$ cat config.mk
export PLATFORM = sky130hd
export DESIGN_NAME = cluster_eoc_responder
export DESIGN_NICKNAME = d
export VERILOG_FILES = /design/src/rtl/cluster_eoc_responder_pkg.sv /design/src/rtl/cluster_eoc_responder_fsm.sv /design/src/rtl/cluster_eoc_responder.sv
export SDC_FILE = /design/constraint.sdc
export NUM_CORES = 1
export LEC_CHECK = 0
export CAP_MARGIN = 20
export CORE_ASPECT_RATIO = 1.1
export CORE_UTILIZATION = 43
export CTS_BUF_LIST = sky130_fd_sc_hd__clkbuf_16
export CTS_CLUSTER_DIAMETER = 40
export DETAILED_ROUTE_END_ITERATION = 7
export PLACE_DENSITY = 0.8
export SYNTH_ARGS = -nofsm -noshare
export SYNTH_HDL_FRONTEND = slang
export SYNTH_HIERARCHICAL = 1
export SYNTH_SLANG_ARGS = --single-unit
export TNS_END_PERCENT = 20
$ cat constraint.sdc
create_clock -name clk_i -period 2.73 [get_ports clk_i]
set_input_delay 0.819 -clock clk_i [delete_from_list [all_inputs] [get_ports clk_i]]
set_output_delay 0.819 -clock clk_i [all_outputs]
set_load 0.01 [all_outputs]
$ cat src/rtl/cluster_eoc_responder_pkg.sv
// Shared constants and types for the cluster EOC responder.
// Optional timestamp registers are enabled by defining EOC_TIMESTAMP_EN.
package cluster_eoc_responder_pkg;

    localparam int unsigned EOC_COUNT_WIDTH = 16;
    localparam int unsigned EOC_CYCLE_WIDTH = 32;
    localparam int unsigned EOC_OFF_WIDTH   = 3;

    localparam logic [EOC_OFF_WIDTH-1:0] EOC_REG_STATUS = 3'd0;
    localparam logic [EOC_OFF_WIDTH-1:0] EOC_REG_SET    = 3'd1;
    localparam logic [EOC_OFF_WIDTH-1:0] EOC_REG_CLEAR  = 3'd2;
    localparam logic [EOC_OFF_WIDTH-1:0] EOC_REG_MASK   = 3'd3;
    localparam logic [EOC_OFF_WIDTH-1:0] EOC_REG_CTRL   = 3'd4;
    localparam logic [EOC_OFF_WIDTH-1:0] EOC_REG_COUNT  = 3'd5;
    localparam logic [EOC_OFF_WIDTH-1:0] EOC_REG_CYCLE  = 3'd6;
    localparam logic [EOC_OFF_WIDTH-1:0] EOC_REG_TSTAMP = 3'd7;

    typedef enum logic {EOC_RUN, EOC_DONE} eoc_state_e;

    // Decoded read result before it enters the response register.
    typedef struct packed {
        logic        opc;
        logic [31:0] rdata;
    } eoc_rsp_t;

    // Expand byte enables into a 32-bit bit mask.
    function automatic logic [31:0] eoc_be_mask(input logic [3:0] be);
        return {{8{be[3]}}, {8{be[2]}}, {8{be[1]}}, {8{be[0]}}};
    endfunction

endpackage

$ cat src/rtl/cluster_eoc_responder_fsm.sv
// RUN/DONE state machine, DONE-entry counter and irq pulse for the EOC responder.
// Defining EOC_TIMESTAMP_EN adds a free-running cycle counter and a DONE-entry timestamp.
module cluster_eoc_fsm
    import cluster_eoc_responder_pkg::*;
#(
    parameter int unsigned NB_CORES = 8
) (
    input  logic                       clk_i,
    input  logic                       rst_ni,
    input  logic                       enable,
    input  logic [NB_CORES-1:0]        status,
    input  logic [NB_CORES-1:0]        mask,
    input  logic                       leave,
    output logic                       trigger_c,
    output logic                       eoc,
    output logic                       irq,
    output logic [EOC_COUNT_WIDTH-1:0] count
`ifdef EOC_TIMESTAMP_EN
    ,
    output logic [EOC_CYCLE_WIDTH-1:0] cycle,
    output logic [EOC_CYCLE_WIDTH-1:0] tstamp
`endif
);

    eoc_state_e state;

    assign trigger_c = (state == EOC_RUN) && enable && (|mask) && ((status & mask) == mask);

    always_ff @(posedge clk_i) begin
        if (!rst_ni) begin
            state <= EOC_RUN;
            eoc   <= 1'b0;
            irq   <= 1'b0;
            count <= '0;
        end else begin
            irq <= 1'b0;
            case (state)
                EOC_RUN: begin
                    if (trigger_c) begin
                        state <= EOC_DONE;
                        eoc   <= 1'b1;
                        irq   <= 1'b1;
                        if (count != '1) count <= count + EOC_COUNT_WIDTH'(1);
                    end
                end
                EOC_DONE: begin
                    if (leave) begin
                        state <= EOC_RUN;
                        eoc   <= 1'b0;
                    end
                end
                default: begin
                    state <= EOC_RUN;
                    eoc   <= 1'b0;
                end
            endcase
        end
    end

`ifdef EOC_TIMESTAMP_EN
    // Timestamp captures the counter value seen in the cycle the transition is decided.
    always_ff @(posedge clk_i) begin
        if (!rst_ni) begin
            cycle  <= '0;
            tstamp <= '0;
        end else begin
            cycle <= cycle + EOC_CYCLE_WIDTH'(1);
            if (trigger_c) tstamp <= cycle;
        end
    end
`endif

endmodule

$ cat src/rtl/cluster_eoc_responder.sv
// Peripheral-bus slave collecting per-core EOC writes into a cluster EOC level and irq.
// Defining EOC_TIMESTAMP_EN maps the CYCLE and TSTAMP read-only registers.
module cluster_eoc_responder
    import cluster_eoc_responder_pkg::*;
#(
    parameter int unsigned NB_CORES   = 8,
    parameter int unsigned ADDR_WIDTH = 32,
    parameter int unsigned DATA_WIDTH = 32,
    parameter int unsigned ID_WIDTH   = 5
) (
    input  logic                  clk_i,
    input  logic                  rst_ni,
    input  logic                  req_i,
    input  logic [ADDR_WIDTH-1:0] add_i,
    input  logic                  wen_i,
    input  logic [DATA_WIDTH-1:0] wdata_i,
    input  logic [3:0]            be_i,
    input  logic [ID_WIDTH-1:0]   id_i,
    output logic                  gnt_o,
    output logic                  r_valid_o,
    output logic [DATA_WIDTH-1:0] r_rdata_o,
    output logic                  r_opc_o,
    output logic [ID_WIDTH-1:0]   r_id_o,
    output logic                  eoc_o,
    output logic                  eoc_irq_o
);

    logic [NB_CORES-1:0]        status_q, mask_q, wbits, bemask, auto_clr;
    logic                       en_q, sticky_q;
    logic [EOC_OFF_WIDTH-1:0]   off;
    logic                       wr, set_we, clr_we, mask_we, ctrl_we, leave, trigger;
    logic [EOC_COUNT_WIDTH-1:0] count;
    eoc_rsp_t                   rsp;
    logic                       unused_addr;
`ifdef EOC_TIMESTAMP_EN
    logic [EOC_CYCLE_WIDTH-1:0] cycle, tstamp;
`endif

    assign gnt_o       = req_i;
    assign off         = add_i[4:2];
    assign wr          = req_i && !wen_i;
    assign bemask      = NB_CORES'(eoc_be_mask(be_i));
    assign wbits       = NB_CORES'(wdata_i & eoc_be_mask(be_i));
    assign unused_addr = ^{add_i[ADDR_WIDTH-1:5], add_i[1:0]};

    // Address decode: read data, error flag and write strobes.
    always_comb begin
        rsp     = '0;
        set_we  = 1'b0;
        clr_we  = 1'b0;
        mask_we = 1'b0;
        ctrl_we = 1'b0;
        case (off)
            EOC_REG_STATUS: begin
                if (wr) rsp.opc = 1'b1;
                else    rsp.rdata = 32'(status_q);
            end
            EOC_REG_SET:   set_we = wr;
            EOC_REG_CLEAR: clr_we = wr;
            EOC_REG_MASK: begin
                mask_we   = wr;
                rsp.rdata = 32'(mask_q);
            end
            EOC_REG_CTRL: begin
                ctrl_we   = wr;
                rsp.rdata = {30'd0, sticky_q, en_q};
            end
            EOC_REG_COUNT: begin
                if (wr) rsp.opc = 1'b1;
                else    rsp.rdata = 32'(count);
            end
`ifdef EOC_TIMESTAMP_EN
            EOC_REG_CYCLE: begin
                if (wr) rsp.opc = 1'b1;
                else    rsp.rdata = cycle;
            end
            EOC_REG_TSTAMP: begin
                if (wr) rsp.opc = 1'b1;
                else    rsp.rdata = tstamp;
            end
`endif
            default: rsp.opc = 1'b1;
        endcase
    end

    assign leave    = clr_we || (ctrl_we && be_i[0] && !wdata_i[0]);
    assign auto_clr = (trigger && !sticky_q) ? mask_q : '0;

    // Register file; a core SET overrides the auto-clear of the same bit.
    always_ff @(posedge clk_i) begin
        if (!rst_ni) begin
            status_q <= '0;
            mask_q   <= '1;
            en_q     <= 1'b1;
            sticky_q <= 1'b0;
        end else begin
            status_q <= (status_q & ~auto_clr & ~(clr_we ? wbits : '0)) | (set_we ? wbits : '0);
            if (mask_we) mask_q <= (mask_q & ~bemask) | wbits;
            if (ctrl_we && be_i[0]) begin
                en_q     <= wdata_i[0];
                sticky_q <= wdata_i[1];
            end
        end
    end

    always_ff @(posedge clk_i) begin
        if (!rst_ni) begin
            r_valid_o <= 1'b0;
            r_opc_o   <= 1'b0;
            r_rdata_o <= '0;
            r_id_o    <= '0;
        end else begin
            r_valid_o <= req_i;
            r_opc_o   <= req_i && rsp.opc;
            r_rdata_o <= (req_i && wen_i && !rsp.opc) ? DATA_WIDTH'(rsp.rdata) : '0;
            if (req_i) r_id_o <= id_i;
        end
    end

    cluster_eoc_fsm #(
        .NB_CORES (NB_CORES)
    ) i_fsm (
        .clk_i     (clk_i),
        .rst_ni    (rst_ni),
        .enable    (en_q),
        .status    (status_q),
        .mask      (mask_q),
        .leave     (leave),
        .trigger_c (trigger),
        .eoc       (eoc_o),
        .irq       (eoc_irq_o),
        .count     (count)
`ifdef EOC_TIMESTAMP_EN
        ,
        .cycle     (cycle),
        .tstamp    (tstamp)
`endif
    );

endmodule
==> results.sh, run 1 <==
export IMPL_drt_iter0_drc=154
export IMPL_status="completed"
export IMPL_synth_cell_types=57
export IMPL_utilization=0.562
export IMPL_drive_gt1_frac=0.0914
export IMPL_cp_num_cells=2
export IMPL_cts_setup_buffers=0
export IMPL_numClockSinks=60
export IMPL_htreeDepth=3
export IMPL_viasPerCell=5.53
export IMPL_syn_area_um2=2970
export IMPL_antenna_found_initial=0
export IMPL_slew_headroom=0.602
export IMPL_root_buffer="clkbuf_16"
export IMPL_multiInputGateArea_um2=1500
export IMPL_fin_skew_ps=5.35
export IMPL_cts_resized=0
export IMPL_wl_per_cell_um=14.1
export IMPL_period_needed_ps=2680
export IMPL_path_buf_inv=2
export IMPL_synthCells=335
export IMPL_dr_total_vias=2571
export IMPL_grt_max_degree=36
export IMPL_grt_ovfl_total=0
export IMPL_pre_cts_ws_ps=41.7
export IMPL_path_clk_slew_ps=50
export IMPL_hold_path_class="flop to flop"
export IMPL_numCtsBuffers=9
export IMPL_worstPathMaxFanout=2
export IMPL_die_area_um2=7250
export IMPL_regArea_um2=1200
export IMPL_synth_edf_count=0
export IMPL_totalWireLength_um=6580
export IMPL_clk_latency_ps=330
export IMPL_worstMarginPinSlew_ps=593
export IMPL_start_util=0.448
export IMPL_crit_family="buffers and inverters"
export IMPL_regToRegEndpoint="status_q[3]$_SDFF_PN0_"
export IMPL_end_kind="output port"
export IMPL_min_from="i_fsm/eoc$_SDFFE_PN0P_"
export IMPL_fill_cells=578
export IMPL_timing_hold_ws_ps=477
export IMPL_rows=31
export IMPL_crit_type="primary input to output port"
export IMPL_ys_ff_latch=60
export IMPL_synth_area_per_cell_um2=8.87
export IMPL_synth_flop_cell="dfxtp_1"
export IMPL_antenna_cells=0
export IMPL_nets=457
export IMPL_ctsHoldBuffers=0
export IMPL_tritoncts="done"
export IMPL_crit_start="req_i"
export IMPL_path_cells="clkdlybuf4s50_1 > clkdlybuf4s50_1"
export IMPL_worstPathArrival_ps=1860
export IMPL_fmax_mhz=373
export IMPL_gp_congestion=0.817
export IMPL_fin_setup_tns_ps=0
export IMPL_setup_viol=0
export IMPL_reg2regPathDepth=8
export IMPL_cpMostUsedCell="clkdlybuf4s50_1"
export IMPL_powerDensity_nw_per_um2=594
export IMPL_hpwlAfterDp_um=4570
export IMPL_ant_nets=0
export IMPL_clockBufferDepth=2
export IMPL_slowest_delay_ps=560
export IMPL_fin_ws_ps=52.0
export IMPL_start_kind="primary input"
export IMPL_die_w_um=81.3
export IMPL_yosysWarnings=6
export IMPL_hold_viol_final=0
export IMPL_r2r_slack_ps=630
export IMPL_grt_pass1_wl_um=11000
export IMPL_grt_pass1_vias=2457
export IMPL_core_um2=6630
export IMPL_io_pins=119
export IMPL_peakVddDrop_uv=378
export IMPL_remaining_drc_errors=0
export IMPL_port_buffers=46
export IMPL_rsz0062_at_grt="no"
export IMPL_drv_slew=0
export IMPL_yosysSeqAreaShare=0.404
export IMPL_endpoint="gnt_o"
export IMPL_p_leak_uw=0.00138
export IMPL_dieHeight_um=89.2
export IMPL_async_flop_share=0
export IMPL_grtUsageTotal=0.200
export IMPL_period_share=0.981
export IMPL_cp_slowest_cell="clkdlybuf4s50_1"
export IMPL_required_ps=1910
export IMPL_max_cap_violations=0
export IMPL_area_growth_pct=25.4
export IMPL_drt_pass1_iter_count=4
==> area by class of cell <==
| type | instances | area share |
|---|---|---|
| sequential | 60 | 0.322 |
| clock inverter | 6 | 0.0215 |
| timing repair buffer | 58 | 0.148 |
| tap | 82 | 0.0275 |
| multi-input combinational | 232 | 0.402 |
| inverter | 18 | 0.0181 |
| clock buffer | 9 | 0.0604 |
==> worst min-delay path by stage <==
stage / to / slack (ps) / cells past startpoint
2_1_floorplan: i_fsm/eoc$_SDFFE_PN0P_ / 450 / 1
4_1_cts: i_fsm/eoc$_SDFFE_PN0P_ / 480 / 2
6_report: i_fsm/eoc$_SDFFE_PN0P_ / 480 / 2
3_5_place_dp: i_fsm/eoc$_SDFFE_PN0P_ / 470 / 2
3_3_place_gp: i_fsm/count[13]$_SDFFE_PN0P_ / 470 / 2
5_1_grt: i_fsm/count[13]$_SDFFE_PN0P_ / 520 / 2
==> cell usage after synthesis, types with 2 or more instances <==
master    instances  share of area
mux2i_1           5          0.017
and3_1            9          0.019
o311ai_0          2         0.0059
o32ai_1           7          0.021
or3_1             5          0.011
buf_2            10          0.017
nor2b_1           4         0.0084
nand3_1          33          0.056
and4_1            2         0.0059
dfxtp_1          60           0.40
and2_1            8          0.017
nor3b_1           2         0.0051
a311oi_1          2         0.0059
nand4_1           5          0.011
clkbuf_1          7         0.0088
buf_4            18          0.045
a32oi_1           6          0.018
o31ai_1          10          0.025
nand2b_1          7          0.015
and3b_1           2         0.0059
o21ai_0          23          0.039
nand2_1          13          0.016
a211oi_1          6          0.015
a22oi_1           2         0.0051
or4_1            10          0.025
a21oi_1          18          0.030
inv_1            17          0.021
buf_6             4          0.015
nor2_1            9          0.011
nor4_1            2         0.0042
==> per-layer routing <==
metal / wire [um] / track usage / vias to the layer above
li1: - / - / 1298
met1: 2840 / 0.229 / 1202
met2: 3380 / 0.352 / 57
met3: 237 / 0.0531 / 14
met4: 121 / 0.0763 / 0
met5: 0 / 0 / -
==> cells in the final DEF, fill, tap and decap left out, types with 7 or more instances in the layout <==
cell and instances:
dfxtp_1 60, o32ai_1 7, o21ai_0 23, nand2b_1 7, nor2_1 9, a21oi_1 18, o31ai_1 10, inv_1 17
buf_4 12, clkbuf_16 9, nand3_1 33, conb_1 16, nand2_1 13, clkdlybuf4s50_1 46, and2_1 8, and3_1 9
or4_1 10
==> per-stage QoR <==
step / cell area [um^2] / std cells / total power (uW)
finish: 3730 / 465 / 2210
global route: 3730 / 465 / 2280
CTS: 3730 / 465 / 2220
detailed placement: 3420 / 450 / 1060
global placement: 3420 / 450 / 1060
floorplan: 3030 / 350 / 1010
==> power breakdown <==
group | total (uW) | switching (uW) | leakage, uW | internal, uW
combinational | 153 | 84.0 | 0.000746 | 69.4
clock | 1170 | 382 | 0.000146 | 784
sequential | 892 | 5.77 | 0.000485 | 886
==> logic make-up (layout without fill, tap and decap cells) <==
group	count (synthesis)	count (layout)	synth area share
simple gates	125	125	0.264
flops	60	60	0.404
buf+inv	58	91	0.110
other cells	1	16	0.00126
mux	5	5	0.0168
xor+xnor	1	1	0.00295
compound gates	84	84	0.196
fa+ha+maj	1	1	0.00421
Note: power is estimated with default switching activity, not from simulation.
==> inputs of run 2 (changes only) <==
- HOLD_SLACK_MARGIN: unset -> 0.12
- SETUP_SLACK_MARGIN: unset -> 0.2
==> run 2 against run 1 <==
  * Via count is essentially flat
  * Global-route usage is essentially flat
  * Die area is the same
  * Critical path type unchanged
  * Clock power is essentially flat
  * Register-to-register slack is essentially flat
==> results.sh, run 2 (synthesis results as in run 1) <==
export IMPL_cp_slowest_cell="clkdlybuf4s50_1"
export IMPL_die_w_um=81.3
export IMPL_crit_family="buffers and inverters"
export IMPL_drt_pass1_iter_count=4
export IMPL_min_from="i_fsm/eoc$_SDFFE_PN0P_"
export IMPL_root_buffer="clkbuf_16"
export IMPL_fmax_mhz=416
export IMPL_antenna_cells=0
export IMPL_ant_nets=0
export IMPL_io_pins=119
export IMPL_hold_path_depth=2
export IMPL_reg2regPathDepth=8
export IMPL_hold_viol_final=0
export IMPL_crit_type="primary input to output port"
export IMPL_grt_max_degree=36
export IMPL_dr_total_vias=2570
export IMPL_drt_iter0_drc=149
export IMPL_clockBufferDepth=2
export IMPL_dr_wl_met2_um=3380
export IMPL_p_int_uw=1740
export IMPL_clockPowerShare=0.527
export IMPL_worstPathArrival_ps=1590
export IMPL_mostFrequentLayoutCell="dfxtp_1"
export IMPL_regArea_um2=1200
export IMPL_r2r_slack_ps=630
export IMPL_clk_latency_ps=330
export IMPL_numClockSinks=60
export IMPL_worstPathMaxFanout=2
export IMPL_top_layer="met4"
export IMPL_antenna_found_initial=0
export IMPL_ctsHoldBuffers=0
export IMPL_htreeDepth=3
export IMPL_dieHeight_um=89.2
export IMPL_comb_power_share=0.069
export IMPL_port_buffers=46
export IMPL_numCtsBuffers=9
export IMPL_powerDensity_nw_per_um2=594
export IMPL_regToRegEndpoint="status_q[3]$_SDFF_PN0_"
export IMPL_wl_per_cell_um=14.2
export IMPL_fill_cells=579
export IMPL_die_area_um2=7250
export IMPL_period_needed_ps=2410
export IMPL_hpwlAfterDp_um=4570
export IMPL_seqPwrFrac=0.403
export IMPL_multiInputGateArea_um2=1500
export IMPL_grtUsageTotal=0.200
export IMPL_grt_ovfl_total=0
export IMPL_p_leak_uw=0.00138
export IMPL_drive_gt1_frac=0.0914
export IMPL_final_cell_mix="dfxtp_1, clkdlybuf4s50_1, nand3_1, o21ai_0, a21oi_1"
export IMPL_wl_met1_um=2840
export IMPL_grt_pass1_vias=2457
export IMPL_totalWireLength_um=6580
export IMPL_remaining_drc_errors=0
export IMPL_start_kind="primary input"
export IMPL_tritoncts="done"
export IMPL_slew_headroom=0.602
export IMPL_viasPerCell=5.53
export IMPL_setup_viol=0
export IMPL_end_kind="output port"
export IMPL_cts_setup_buffers=0
export IMPL_gp_congestion=0.817
export IMPL_path_cells="clkdlybuf4s50_1 > dlygate4sd2_1"
export IMPL_required_ps=1910
export IMPL_utilization=0.562
export IMPL_path_buf_inv=2
export IMPL_fin_skew_ps=5.35
export IMPL_rows=31
export IMPL_rsz0062_at_grt="no"
export IMPL_drv_slew=0
export IMPL_min_to="i_fsm/eoc$_SDFFE_PN0P_"
export IMPL_max_cap_violations=0
export IMPL_start_util=0.448
export IMPL_path_clk_slew_ps=50
export IMPL_period_share=0.881
export IMPL_status="completed"
export IMPL_fin_setup_tns_ps=0
export IMPL_hold_path_class="flop to flop"
export IMPL_area_growth_pct=25.3
export IMPL_slowest_delay_ps=470
export IMPL_wl_met3_um=237
export IMPL_switchingPower_uw=472
export IMPL_peakVddDrop_uv=378
export IMPL_grt_pass1_wl_um=11100
export IMPL_nets=457
export IMPL_swShare=0.213
export IMPL_worstMarginPinSlew_ps=593
export IMPL_core_um2=6630
run 2: cell count changes in the layout (fill, tap and decap cells not counted):
| cell | delta |
|---|---|
| clkdlybuf4s50_1 | -1 |
| dlygate4sd2_1 | +1 |
run 2: worst max-delay path by stage:
stage | from | endpoint | slack, ps | cells past startpoint
after CTS | req_i | gnt_o | 310 | 2
after global placement | req_i | gnt_o | 40 | 2
after global routing | req_i | gnt_o | 290 | 2
after detailed placement | req_i | gnt_o | 40 | 2
after floorplan | add_i[3] | i_fsm/state$_SDFF_PN0_ | 730 | 7
final | req_i | gnt_o | 320 | 2
run 2: power by group through the flow:
stage / Clock (uW) / Sequential [uW] / Combinational (uW)
2_1_floorplan: 0 / 912 / 101
3_3_place_gp: 0 / 910 / 149
3_5_place_dp: 0 / 910 / 152
4_1_cts: 1180 / 892 / 152
5_1_grt: 1220 / 892 / 167
6_report: 1170 / 892 / 153
run 2: final cells by class:
type | instances | area share
Timing Repair Buffer | 58 | 0.147
Tap cell | 82 | 0.0275
Inverter | 18 | 0.0181
Sequential cell | 60 | 0.322
Multi-Input combinational cell | 232 | 0.402
Clock inverter | 6 | 0.0215
Clock buffer | 9 | 0.0605
run 2: routing by layer:
metal  vias to the layer above  global-route usage
met2                        57               0.352
met1                      1201               0.229
met3                        14              0.0531
met5                         -                   0
li1                       1298                   -
met4                         0              0.0763
run 2: what timing repair did:
action / 4_1_cts / 5_1_grt
setup endpoints to repair: 1 / 0
endpoints found under the hold margin: 0 / 0
resized for setup: 1 / 0
run 2: metrics by stage:
| stage | cells | cell area, um^2 | setup WS [ps] | hold slack [ps] | power, uW |
|---|---|---|---|---|---|
| 2_1_floorplan | 350 | 3030 | 728 | 455 | 1010 |
| 3_3_place_gp | 450 | 3420 | 42.2 | 469 | 1060 |
| 3_5_place_dp | 450 | 3420 | 41.7 | 470 | 1060 |
| 4_1_cts | 465 | 3720 | 314 | 480 | 2220 |
| 5_1_grt | 465 | 3720 | 291 | 521 | 2280 |
| 6_report | 465 | 3720 | 325 | 477 | 2210 |
